===== src/rtl/trainer_pkg.sv =====
// Shared types and constants for the trainer gate-unit self-test blocks.
package trainer_pkg;

  // Sweep sequencer states.
  typedef enum logic [2:0] {
    IDLE,
    SETTLE,
    SAMPLE,
    WAIT_STEP,
    DONE
  } state_e;

  // Gate unit select codes. Code 7 is unused by the gate unit.
  localparam logic [2:0] GATE_AND   = 3'd0;
  localparam logic [2:0] GATE_OR    = 3'd1;
  localparam logic [2:0] GATE_NAND  = 3'd2;
  localparam logic [2:0] GATE_NOR   = 3'd3;
  localparam logic [2:0] GATE_XOR   = 3'd4;
  localparam logic [2:0] GATE_XNOR  = 3'd5;
  localparam logic [2:0] GATE_NOT_A = 3'd6;

  // Truth vectors: bit i holds y for {a,b} == i.
  localparam logic [3:0] EXP_AND   = 4'b1000;
  localparam logic [3:0] EXP_OR    = 4'b1110;
  localparam logic [3:0] EXP_NAND  = 4'b0111;
  localparam logic [3:0] EXP_NOR   = 4'b0001;
  localparam logic [3:0] EXP_XOR   = 4'b0110;
  localparam logic [3:0] EXP_XNOR  = 4'b1001;
  localparam logic [3:0] EXP_NOT_A = 4'b0011;

  // Expected vector table indexed by sel; entry 7 is a harmless filler.
  localparam logic [7:0][3:0] EXPECTED = {
    4'b0000,
    EXP_NOT_A,
    EXP_XNOR,
    EXP_XOR,
    EXP_NOR,
    EXP_NAND,
    EXP_OR,
    EXP_AND
  };

endpackage


===== src/rtl/trainer_gate_ref.sv =====
// Combinational reference: gate select code to expected 4-bit truth vector.
module trainer_gate_ref
  import trainer_pkg::*;
(
  input  logic [2:0] sel,
  output logic [3:0] vec
);

  // Table lookup of the golden truth vector for the selected gate.
  always_comb begin
    vec = EXPECTED[sel];
  end

endmodule


===== src/rtl/trainer_sweep_ctrl.sv =====
// Self-test sequencer: sweeps every gate select and input combination of the
// trainer gate unit, waits a programmable settle time, samples y, and reports
// a per-gate mismatch mask plus an overall pass flag.
module trainer_sweep_ctrl
  import trainer_pkg::*;
#(
  parameter int DWELL_W   = 4,
  parameter int NUM_GATES = 7
) (
  input  logic                 clk,
  input  logic                 rst_n,
  input  logic                 ena,
  input  logic                 start,
  input  logic                 abort,
  input  logic                 step_mode,
  input  logic                 step,
  input  logic [DWELL_W-1:0]   dwell,
  output logic                 dut_a,
  output logic                 dut_b,
  output logic [2:0]           dut_sel,
  input  logic                 dut_y,
  output logic                 busy,
  output logic                 done,
  output logic                 pass,
  output logic [NUM_GATES-1:0] fail_mask
);

  localparam logic [2:0] LAST_SEL = 3'(NUM_GATES - 1);

  state_e               state_q, state_d;
  logic [DWELL_W-1:0]   cnt_q, cnt_d;
  logic [DWELL_W-1:0]   dwell_q, dwell_d;
  logic [2:0]           sel_q, sel_d;
  logic [1:0]           ab_q, ab_d;
  logic [3:0]           vec_q, vec_d;
  logic [NUM_GATES-1:0] fail_mask_q, fail_mask_d;
  logic                 busy_q, busy_d;
  logic                 done_q, done_d;
  logic                 pass_q, pass_d;
  logic                 start_hist_q, start_hist_d;
  logic                 step_hist_q, step_hist_d;
  logic                 start_edge;
  logic                 step_edge;
  logic [3:0]           exp_vec;

  trainer_gate_ref u_gate_ref (
    .sel (sel_q),
    .vec (exp_vec)
  );

  // Rising-edge detection of the level inputs against their history flops.
  always_comb begin
    start_edge   = start & ~start_hist_q;
    step_edge    = step & ~step_hist_q;
    start_hist_d = start;
    step_hist_d  = step;
  end

  // Next-state and datapath updates; abort overrides the whole FSM.
  always_comb begin
    state_d     = state_q;
    cnt_d       = cnt_q;
    dwell_d     = dwell_q;
    sel_d       = sel_q;
    ab_d        = ab_q;
    vec_d       = vec_q;
    fail_mask_d = fail_mask_q;
    busy_d      = busy_q;
    done_d      = done_q;
    pass_d      = pass_q;

    if (abort) begin
      state_d     = IDLE;
      sel_d       = '0;
      ab_d        = '0;
      fail_mask_d = '0;
      busy_d      = 1'b0;
      done_d      = 1'b0;
      pass_d      = 1'b0;
    end else begin
      case (state_q)
        IDLE, DONE: begin
          if (start_edge) begin
            dwell_d     = dwell;
            cnt_d       = dwell;
            sel_d       = '0;
            ab_d        = '0;
            fail_mask_d = '0;
            done_d      = 1'b0;
            pass_d      = 1'b0;
            busy_d      = 1'b1;
            state_d     = SETTLE;
          end
        end

        SETTLE: begin
          if (cnt_q == '0) begin
            state_d = SAMPLE;
          end else begin
            cnt_d = cnt_q - DWELL_W'(1);
          end
        end

        SAMPLE: begin
          vec_d[ab_q] = dut_y;
          if (ab_q == 2'd3) begin
            // Bit 3 comes straight from dut_y; vec_q holds bits 0..2 already.
            fail_mask_d[sel_q] = ({dut_y, vec_q[2:0]} != exp_vec);
            if (sel_q == LAST_SEL) begin
              state_d = DONE;
              busy_d  = 1'b0;
              done_d  = 1'b1;
              pass_d  = (fail_mask_d == '0);
            end else begin
              sel_d = sel_q + 3'd1;
              ab_d  = '0;
            end
          end else begin
            ab_d = ab_q + 2'd1;
          end
          if (state_d != DONE) begin
            cnt_d   = dwell_q;
            state_d = step_mode ? WAIT_STEP : SETTLE;
          end
        end

        WAIT_STEP: begin
          if (step_edge || !step_mode) begin
            state_d = SETTLE;
          end
        end

        default: begin
          state_d = IDLE;
        end
      endcase
    end
  end

  // State register; ena low freezes everything including edge history.
  always_ff @(posedge clk) begin
    if (!rst_n) begin
      state_q      <= IDLE;
      cnt_q        <= '0;
      dwell_q      <= '0;
      sel_q        <= '0;
      ab_q         <= '0;
      vec_q        <= '0;
      fail_mask_q  <= '0;
      busy_q       <= 1'b0;
      done_q       <= 1'b0;
      pass_q       <= 1'b0;
      start_hist_q <= 1'b0;
      step_hist_q  <= 1'b0;
    end else if (ena) begin
      state_q      <= state_d;
      cnt_q        <= cnt_d;
      dwell_q      <= dwell_d;
      sel_q        <= sel_d;
      ab_q         <= ab_d;
      vec_q        <= vec_d;
      fail_mask_q  <= fail_mask_d;
      busy_q       <= busy_d;
      done_q       <= done_d;
      pass_q       <= pass_d;
      start_hist_q <= start_hist_d;
      step_hist_q  <= step_hist_d;
    end
  end

  // Registered outputs.
  always_comb begin
    dut_a     = ab_q[1];
    dut_b     = ab_q[0];
    dut_sel   = sel_q;
    busy      = busy_q;
    done      = done_q;
    pass      = pass_q;
    fail_mask = fail_mask_q;
  end

endmodule

===== config.mk =====
export PLATFORM = sky130hd
export DESIGN_NAME = trainer_sweep_ctrl
export DESIGN_NICKNAME = d
export VERILOG_FILES = /design/src/rtl/trainer_pkg.sv /design/src/rtl/trainer_gate_ref.sv /design/src/rtl/trainer_sweep_ctrl.sv
export SDC_FILE = /design/constraint.sdc
export NUM_CORES = 1
export LEC_CHECK = 0
export CORE_AREA = 2 2 82 68
export CTS_BUF_LIST = sky130_fd_sc_hd__clkbuf_8
export CTS_CLUSTER_DIAMETER = 50
export CTS_CLUSTER_SIZE = 10
export DETAILED_ROUTE_END_ITERATION = 12
export DIE_AREA = 0 0 84 70
export GPL_TIMING_DRIVEN = 0
export PLACE_DENSITY = 0.75
export SYNTH_ARGS = -nofsm -noshare
export SYNTH_HDL_FRONTEND = slang
export SYNTH_SLANG_ARGS = --single-unit

===== constraint.sdc =====
create_clock -name clk -period 2.9 [get_ports clk]
set_input_delay 0.87 -clock clk [delete_from_list [all_inputs] [get_ports clk]]
set_output_delay 0.87 -clock clk [all_outputs]
set_load 0.02 [all_outputs]

==> run_results.csv <==
group,metric,value,unit
status,status,"completed",
synthesis,synthMuxAreaShare,0.0814,
worst_setup_path,critical_path.max_fanout,10,
sta,slew-limit-headroom,0.669,
placed_design,placed_cell_area,2550,um^2
synthesis,synthesis.area,2210,um^2
global_route,grt_pass1_wl,9.21,mm
detailed_routing,dr.pass1.iters,5,
detailed_routing,wl,5.38,mm
cells_and_area,multi_input_area,1410,um^2
worst_setup_path,crit_slowest_cell,"clkdlybuf4s50_1",
synthesis,async_reset_ff_frac,0,
cells_and_area,final_cell_area,2690,um^2
detailed_routing,routedWlPerCell,15.1,um
worst_setup_path,crit_family,"buffers and inverters",
global_route,grtUsageTotal,0.192,
cts,numCtsBuffers,5,
sta,setup_tns,0,ps
die,row_count,24,
sta,finClkSkew,3.30,ps
synthesis,synth-seq-cells,35,
worst_setup_path,startpoint_type,"input pin",
synthesis,ys_warn_count,0,
sta,setup_viol_count_final,0,
worst_setup_path,max_stage_delay,530,ps
detailed_routing,routed_via_density,5.67,
synthesis,syn_nets,277,
job,cap_violations,0,
worst_setup_path,critPathArrivalTime,2900,ps
synthesis,synth_xor_area_frac,0.0198,
cts,cts_buffer_depth,2,
die,dieArea,5880,um^2
power,powerDensity,400,nW/um^2
cells_and_area,final_core_utilization,0.518,
global_route,antenna_found_initial,0,
synthesis,synth_top_family_by_area,"compound AO/OA/AOI/OAI gates",
detailed_routing,drc,0,
sta,max_freq,0.367,GHz
synthesis,synth-compound-area-share,0.250,
cts,htree_levels,2,
cts,cts-root-buf,"clkbuf_8",
die,core-area,5190,um^2
synthesis,synth_cells,256,
synthesis,synth-simple-area-share,0.224,
cells_and_area,nFillCells,487,
die,pin_count,27,
placed_design,place_congestion,0.881,
sta,post-route-min-period,2730,ps
power,p_leak,0.00101,uW
worst_setup_path,cp-startpoint,"ena",
cts,tritoncts,"built",
synthesis,syn_avg_cell_area,8.65,um^2
cts,insertion_delay,280,ps
die,initial_utilization,0.426,
worst_setup_path,r2r-start,"dut_sel[0]$_SDFFE_PN0N_",
worst_setup_path,cp.required,3080,ps
cts,clock-sinks,35,
synthesis,ys_seq_area_frac,0.316,
sta,rsz0062_at_grt,"no",
die,die_w,84,um
cells_and_area,register_area,701,um^2
synthesis,synth_edf_count,0,
cells_and_area,finalNetCount,311,
detailed_routing,postRouteAntennaNets,0,
worst_setup_path,path_class,"in2reg",
cts,postCtsHoldBufs,0,
cells_and_area,layout_common_cells,"dfxtp_1, clkdlybuf4s50_1, nand2_1",
global_route,grt_max_degree,12,
placed_design,numPortBuffers,25,
synthesis,ys.flop_type,"dfxtp_1",
cells_and_area,layout_commonest_cell,"dfxtp_1",
worst_setup_path,crit_chain,"clkdlybuf4s50_1 > buf_2 > o21ai_1 > nor2_2 > a2bb2oi_1 > ha_1 > inv_1 > mux2_4",
placed_design,dp_hpwl,3.91,mm
die,die_y,70,um
detailed_routing,dr_total_vias,2020,
sta,tightest_slew,495,ps
cells_and_area,antenna_cells,0,
synthesis,synth_cell_types,53,
cells_and_area,syn_to_final_growth,21.5,%
detailed_routing,initialDrtViolationCount,194,
sta,post-route-period-util,0.940,
power,ir_drop,0.000228,V
worst_setup_path,critical_path_buf_inv_count,3,
global_route,gr-total-overflow,0,
cts,clk_pin_slew,70,ps
cells_and_area,drive_gt1_frac,0.127,
sta,hold_viol,0,
worst_hold_path,min_from,"cnt_q[1]$_SDFFE_PN0P_",
sta,maxSlewViolCount,0,
global_route,grt_pass1_vias,1893,
worst_hold_path,hold_path_class,"reg2reg",
worst_setup_path,endpoint_kind,"flip-flop",
synthesis,yosys.area_share.adder,0.0508,
-- synthesized netlist by cell type, types with 2 or more instances --
| cell | number | area (um^2) |
|---|---|---|
| dfxtp_1 | 35 | 701 |
| nand2_1 | 19 | 71.3 |
| nor2b_1 | 19 | 119 |
| nor2_1 | 16 | 60.1 |
| mux2i_1 | 15 | 150 |
| o21ai_0 | 15 | 75.1 |
| a21oi_1 | 14 | 70.1 |
| nand3_1 | 12 | 60.1 |
| clkbuf_1 | 10 | 37.5 |
| inv_1 | 10 | 37.5 |
| ha_1 | 9 | 113 |
| a31o_2 | 6 | 52.6 |
| a21boi_0 | 5 | 37.5 |
| nand2b_1 | 5 | 31.3 |
| xnor2_1 | 5 | 43.8 |
| buf_2 | 4 | 20.0 |
| nor3b_1 | 3 | 22.5 |
| o211ai_1 | 3 | 22.5 |
| o31ai_1 | 3 | 22.5 |
| a21o_1 | 2 | 15.0 |
| a31oi_1 | 2 | 12.5 |
| a32o_1 | 2 | 20.0 |
| and2_1 | 2 | 12.5 |
| buf_6 | 2 | 22.5 |
| mux2_4 | 2 | 30.0 |
| nand3b_1 | 2 | 15.0 |
| nand4_1 | 2 | 12.5 |
| nor3_1 | 2 | 10.0 |
| nor4b_2 | 2 | 30.0 |
| o221ai_1 | 2 | 17.5 |
| o22ai_1 | 2 | 12.5 |
| o311a_1 | 2 | 20.0 |
| o32a_1 | 2 | 20.0 |
-- metal layers --
metal | vias up | GRT usage | wire length (um)
met3 | 5 | 0.0449 | 370
met5 | - | 0 | 0
met1 | 945 | 0.283 | 2730
met4 | 0 | 0.0412 | 48
met2 | 77 | 0.284 | 2230
li1 | 993 | - | -
-- cell type report --
| class | instances | area share |
|---|---|---|
| clock buffer | 7 | 0.0358 |
| sequential | 35 | 0.260 |
| multi-input combinational | 193 | 0.524 |
| timing repair buffer | 27 | 0.0986 |
| buffer | 18 | 0.0344 |
| inverter | 10 | 0.0139 |
| clock inverter | 1 | 0.00279 |
| tap | 65 | 0.0302 |
-- state kept, by name (all words and copies together), names as in the netlist, 2 cells and up --
signal / flops
ab_q: 2
cnt_q: 4
dut_sel: 3
dwell_q: 4
exp_vec: 4
fail_mask: 7
state_q: 3
vec_q: 3
-- power breakdown --
part,internal [uW],switching [uW],total [uW]
Combinational,79.8,101,180
Sequential,493,9.19,502
Clock,216,178,394
Total,788,288,1080
-- kinds of logic (layout without fill, tap and decap cells) --
logic type | after synthesis | after routing
xor+xnor | 5 | 5
mux | 17 | 17
fa+ha+maj | 9 | 9
simple gates | 89 | 89
compound gates | 73 | 73
buf+inv | 28 | 63
flops | 35 | 35
-- path summary, 6_finish.rpt --
| path | end | slack [ps] | cells after the start |
|---|---|---|---|
| worst min register to register | cnt_q[1]$_SDFFE_PN0P_ | 480 | 2 |
| worst min-delay path | cnt_q[1]$_SDFFE_PN0P_ | 480 | 2 |
| worst max-delay path | exp_vec[1]$_DFF_P_ | 170 | 8 |
| worst max register to register | cnt_q[3]$_SDFFE_PN0P_ | 330 | 9 |
-- worst reg2reg max path: stages, from the launching register on --
cell and delay [ps]:
dfxtp_1 410, clkbuf_1 370, inv_1 120, ha_1 320, and3_1 200, clkbuf_1 180
o22ai_1 150, a21oi_1 130, o311a_1 370, a31o_2 210
-- timing repair --
action / 4_1_cts / 5_1_grt
gates resized for setup: 4 / 3
setup buffers: 0 / 2
pin swaps: 0 / 1
endpoints found under the setup margin: 4 / 2
-- metrics by stage --
stage / hold WS (ps) / setup WS [ps] / instances / total power, uW
final: 483 / 174 / 356 / 1080
after detailed placement: 471 / -515 / 346 / 681
after global placement: 465 / -492 / 346 / 679
after floorplan: 448 / 149 / 256 / 628
after global routing: 517 / 82.4 / 356 / 1120
after CTS: 481 / 44.9 / 354 / 1080
Power figures use the tool's default switching activity.
